$ cat src/rtl/loba_expand_16.sv
// Two-stage leading-one expander: turns a one-hot leading-one word plus the K-bit
// segment that follows it into an approximate 16-bit operand, with valid/ready flow.
module loba_expand_16 #(
  parameter int unsigned K    = 4,
  parameter int unsigned COMP = 1
) (
  input  logic          clk,
  input  logic          rst,
  input  logic          in_valid,
  output logic          in_ready,
  input  logic [15:0]   lob,
  input  logic [K-1:0]  seg,
  output logic          out_valid,
  input  logic          out_ready,
  output logic [15:0]   y,
  output logic          zero,
  output logic          err
);

  logic          s1_valid_q, s1_valid_d;
  logic [3:0]    s1_p_q, s1_p_d;
  logic [K-1:0]  s1_seg_q, s1_seg_d;
  logic          s1_zero_q, s1_zero_d;
  logic          s1_err_q, s1_err_d;
  logic          out_valid_q, out_valid_d;
  logic [15:0]   y_q, y_d;
  logic          zero_q, zero_d;
  logic          err_q, err_d;

  logic          s1_adv;
  logic          s2_adv;
  logic [3:0]    p_enc;
  logic          lob_zero;
  logic          lob_multi;
  logic [15:0]   seg_ext;
  logic [15:0]   y_shift;
  logic [15:0]   comp_mask;
  logic [15:0]   y_calc;

  // Leading-one index encoder plus zero / multi-hot detection.
  always_comb begin
    p_enc = 4'd0;
    for (int i = 0; i < 16; i++) begin
      p_enc = p_enc | (lob[i] ? 4'(i) : 4'd0);
    end
    lob_zero  = (lob == 16'h0000);
    lob_multi = ((lob & (lob - 16'd1)) != 16'h0000);
  end

  // Stage handshakes; in_ready is held high during reset so the source never sees a stall.
  always_comb begin
    s2_adv   = !out_valid_q || out_ready;
    s1_adv   = !s1_valid_q || s2_adv;
    in_ready = rst || s1_adv;
  end

  // Expansion: place the segment so its leading bit lands on index p, then add the half-LSB.
  always_comb begin
    seg_ext   = 16'(s1_seg_q);
    y_shift   = (s1_p_q >= 4'(K - 1)) ? (seg_ext << (s1_p_q - 4'(K - 1)))
                                      : (seg_ext >> (4'(K - 1) - s1_p_q));
    comp_mask = ((COMP == 1) && (s1_p_q > 4'(K - 1))) ? (16'h0001 << (s1_p_q - 4'(K)))
                                                      : 16'h0000;
    y_calc    = (s1_zero_q || s1_err_q) ? 16'h0000 : (y_shift | comp_mask);
  end

  // Next-state for both pipeline stages.
  always_comb begin
    s1_valid_d  = s1_valid_q;
    s1_p_d      = s1_p_q;
    s1_seg_d    = s1_seg_q;
    s1_zero_d   = s1_zero_q;
    s1_err_d    = s1_err_q;
    out_valid_d = out_valid_q;
    y_d         = y_q;
    zero_d      = zero_q;
    err_d       = err_q;
    if (s1_adv) begin
      s1_valid_d = in_valid;
      if (in_valid) begin
        s1_p_d    = p_enc;
        s1_seg_d  = seg;
        s1_zero_d = lob_zero;
        s1_err_d  = lob_multi;
      end else begin
        s1_p_d    = s1_p_q;
        s1_seg_d  = s1_seg_q;
        s1_zero_d = s1_zero_q;
        s1_err_d  = s1_err_q;
      end
    end else begin
      s1_valid_d = s1_valid_q;
    end
    if (s2_adv) begin
      out_valid_d = s1_valid_q;
      if (s1_valid_q) begin
        y_d    = y_calc;
        zero_d = s1_zero_q;
        err_d  = s1_err_q;
      end else begin
        y_d    = y_q;
        zero_d = zero_q;
        err_d  = err_q;
      end
    end else begin
      out_valid_d = out_valid_q;
    end
  end

  // Pipeline registers with synchronous reset.
  always_ff @(posedge clk) begin
    if (rst) begin
      s1_valid_q  <= 1'b0;
      s1_p_q      <= 4'd0;
      s1_seg_q    <= '0;
      s1_zero_q   <= 1'b0;
      s1_err_q    <= 1'b0;
      out_valid_q <= 1'b0;
      y_q         <= 16'h0000;
      zero_q      <= 1'b0;
      err_q       <= 1'b0;
    end else begin
      s1_valid_q  <= s1_valid_d;
      s1_p_q      <= s1_p_d;
      s1_seg_q    <= s1_seg_d;
      s1_zero_q   <= s1_zero_d;
      s1_err_q    <= s1_err_d;
      out_valid_q <= out_valid_d;
      y_q         <= y_d;
      zero_q      <= zero_d;
      err_q       <= err_d;
    end
  end

  assign out_valid = out_valid_q;
  assign y         = y_q;
  assign zero      = zero_q;
  assign err       = err_q;

endmodule

$ cat config.mk
export PLATFORM = sky130hd
export DESIGN_NAME = loba_expand_16
export DESIGN_NICKNAME = d
export VERILOG_FILES = /design/src/rtl/loba_expand_16.sv
export SDC_FILE = /design/constraint.sdc
export NUM_CORES = 1
export LEC_CHECK = 0
export BUFFER_PORTS_ARGS = -buffer_cell sky130_fd_sc_hd__buf_2
export CORE_MARGIN = 4
export CORE_UTILIZATION = 48
export DETAILED_ROUTE_END_ITERATION = 16
export GPL_ROUTABILITY_DRIVEN = 0
export PLACE_DENSITY = 0.82
export SLEW_MARGIN = 20
export SYNTH_ARGS = -nofsm -noshare
export SYNTH_HDL_FRONTEND = slang
export SYNTH_SLANG_ARGS = --single-unit
$ cat constraint.sdc
create_clock -name clk -period 2.7 [get_ports clk]
set_input_delay 0.135 -clock clk [delete_from_list [all_inputs] [get_ports clk]]
set_output_delay 0.135 -clock clk [all_outputs]
set_load 0.01 [all_outputs]
==> summary.md <==
| Metric | Value |
|---|---|
| Cells after synthesis | `approximately 240` |
| FF+latch count, synth | `30` |
| Clock power frac | `~38%` |
| Antenna violations before repair | `0` |
| Clock tree sinks | `30` |
| Vias per cell | `~5.9` |
| Total core area | `0.00366 mm^2` |
| Avg WL per Cell | `approximately 14 um` |
| Met1 usage | `22.6%` |
| Tot GR Track Use | `a little under 20%` |
| Num rows | `22` |
| CTS tree | `yes` |
| Post-DP HPWL | `~3600 um` |
| WP data required | `about 2.9 ns` |
| Hold crit path type | `in2reg` |
| Die H | `69.8 um` |
| Post-route ant nets | `0` |
| Period utilisation layout | `between 80% and 90%` |
| Initial Util | `about half` |
| IO buf count | `43` |
| Cell variety after synth | `44` |
| Antenna fix cells | `0` |
| Die width | `between 60 and 70 um` |
| Number of enable flip-flop cells after synthesis | `0` |
| Status | `finished clean` |
| NetSw | `0.321 mW` |
| Setup Buffers After CTS | `0` |
| Sw frac | `roughly 29%` |
| First-pass GRT wire length | `slightly below 8000 um` |
| RSZ-0062 raised after global routing | `no` |
| Sequential share of power | `between 40 and 50%` |
| DR vias | `1930` |
| Logic pwr share | `between 20% and 30%` |
| I/O pin total | `44` |
| CTS root buf | `clkbuf_8` |
| VDD IR max | `around 260 uV` |
| Crit end category | `flip-flop` |
| Clk slew on worst S/H paths | `about 0.060 ns` |
| Pin count of the biggest net entering global routing | `22` |
| # fillers | `350` |
| Syn Std Cell Area | `0.00183 mm^2` |
| Area of the multi-input gates | `0.00117 mm^2` |
| CTS buffer count | `5` |
| Total power | `1.12 mW` |
| Iter 0 DRT Violations | `between 200 and 250` |
| Worst slew margin | `roughly two thirds` |
| CTS H-tree lvls | `2` |
| Final setup viols | `0` |
| Cts hold-fix bufs | `0` |
| GR Overflow Total | `0` |
| Fin crit period | `around 2.3 ns` |
| Drt pass-1 iters | `5` |
| Register area | `around 600 um^2` |
| Max Cap Viol | `0` |
| Met3 global-route usage | `under 10%` |
| Max Fclk | `435 MHz` |
| Crit path kind | `reg2reg` |
| Die area | `approximately 0.005 mm^2` |
| Residual DRC | `0` |
| Setup TNS | `0 ns` |
| Clk_lat worst skew | `0.29 ns` |
| Hold Slack | `0.0844 ns` |
| Leak | `roughly 0.90 nW` |
| Gates resized, CTS repair | `0` |
| Cell internal pwr | `about 0.8 mW` |
| Nets@finish | `310` |
| GR peak layer | `met2` |
| Final hold vios | `0` |
| Setup Skew | `0.00516 ns` |
| Slew of the pin with the lowest slew margin | `between 0.5 and 0.6 ns` |
| WP data arrival | `between 2 and 2.5 ns` |
| Fraction of layout cells with a size suffix above 1 | `22.9%` |
| Register area share after synthesis | `32.8%` |
| Routed Wire Length | `about 4700 um` |
| Syn avg cell area | `a little under 8 um^2` |
| Vias in the first global route | `roughly 1800` |
| Layout area overhead | `20.2%` |
| Synthesized Nets | `about 270` |
| Worst-path fanout max | `10` |
| Final slew viol count | `0` |
| Grt met2 use | `between 30 and 40%` |
| Crit path launch type | `flip-flop` |
| Clk buf depth | `2` |
| YS warnings | `0` |
| Pwr/cell area | `a little over 500 mW/mm^2` |
| Primary FF master, synth | `dfxtp_1` |
| FFs w/ async S/R, synth | `0%` |
-- kinds of logic (layout without fill, tap and decap cells) --
| kind of cell | count (synthesis) | count (layout) | share of synthesized area (%) |
|---|---|---|---|
| simple gates | 96 | 96 | 25.4 |
| compound gates | 75 | 75 | 27.8 |
| flops | 30 | 30 | 32.8 |
| buf+inv | 17 | 61 | 3.49 |
| fa+ha+maj | 8 | 8 | 5.47 |
| mux | 7 | 7 | 4.10 |
| xor+xnor | 2 | 2 | 0.957 |
-- stage by stage --
step / std cells / util (%) / setup slack, ns / cell area [um^2]
detailed placement: 319 / 57.1 / 0.449 / 2090
CTS: 327 / 60.1 / 0.437 / 2200
global placement: 319 / 57.1 / 0.499 / 2090
floorplan: 235 / - / 0.0363 / 1830
finish: 327 / 60.1 / 0.403 / 2200
global route: 327 / 60.1 / 0.221 / 2200
-- cells in the mapped netlist, drive strengths merged, types with 2 or more instances --
cell type / n / area share, %
a31oi: 3 / 1.0
nand2: 40 / 8.2
xnor2: 2 / 0.96
or4: 4 / 1.8
clkbuf: 10 / 2.1
nor2b: 3 / 1.0
nor2: 13 / 2.7
o32ai: 2 / 1.4
a21oi: 20 / 5.5
a211oi: 4 / 1.6
o31a: 3 / 1.4
a222oi: 3 / 1.6
and2: 3 / 1.0
or2: 2 / 0.68
o21ai: 16 / 4.4
nand2b: 2 / 0.68
inv: 7 / 1.4
a221oi: 3 / 1.4
nand3: 5 / 1.4
nor4: 6 / 2.1
dfxtp: 30 / 33
ha: 8 / 5.5
mux2i: 3 / 1.6
nor3: 12 / 3.3
a22o: 5 / 2.4
mux2: 4 / 2.5
a22oi: 7 / 2.9
-- flip-flops by register name, summed over array words and instances, names as in the netlist --
register	count
s1_seg_q	4
out_valid	1
zero	1
err	1
s1_err_q	1
y	16
s1_p_q	4
s1_valid_q	1
s1_zero_q	1
-- final timing paths --
check             startpoint  slack (ns)  depth (start not counted)           to
hold reg to reg         y[4]        0.44                          2         y[4]
setup / recovery   s1_p_q[1]        0.40                          7         y[3]
hold / removal        seg[0]        0.08                          3  s1_seg_q[0]
setup reg to reg   s1_p_q[1]        0.40                          7         y[3]
-- power groups by stage --
stage / sequential, mW / clock [mW] / combinational, mW
CTS: 0.473 / 0.426 / 0.221
detailed placement: 0.483 / 0 / 0.219
global route: 0.476 / 0.451 / 0.248
finish: 0.473 / 0.423 / 0.225
global placement: 0.482 / 0 / 0.215
floorplan: 0.480 / 0 / 0.151
-- area by class of cell --
| type | instances | share of cell area [%] |
|---|---|---|
| multi-input cells | 188 | 53.0 |
| well taps | 48 | 2.73 |
| flip-flops and latches | 30 | 27.3 |
| clock buffers | 8 | 5.00 |
| inverters | 7 | 1.19 |
| repair buffers | 46 | 10.8 |
-- critical path, cell delays in order, from the launching register on --
cell and delay (ns):
dfxtp_1 0.50, inv_1 0.11, ha_1 0.47, mux2_2 0.41
mux2i_1 0.29, or4_1 0.16, nand3_1 0.06, a22o_1 0.18
-- placed cells by master, fill, tap and decap left out, drive strengths merged, types with 4 or more instances in the layout --
master / n
buf: 46
a211oi: 4
nor4: 6
ha: 8
nor3: 12
o21ai: 16
nand2: 40
or4: 4
inv: 7
a22oi: 7
mux2: 4
nand3: 5
nor2: 13
a22o: 5
a21oi: 20
dfxtp: 30
clkbuf: 8
-- routing by layer --
metal  part of all wire (%)  vias to the layer above
met2                     49                       88
met5                      0                        -
met1                     42                      868
li1                       -                      961
met4                    2.2                        0
met3                    7.3                       13
Power figures use the tool's default switching activity.
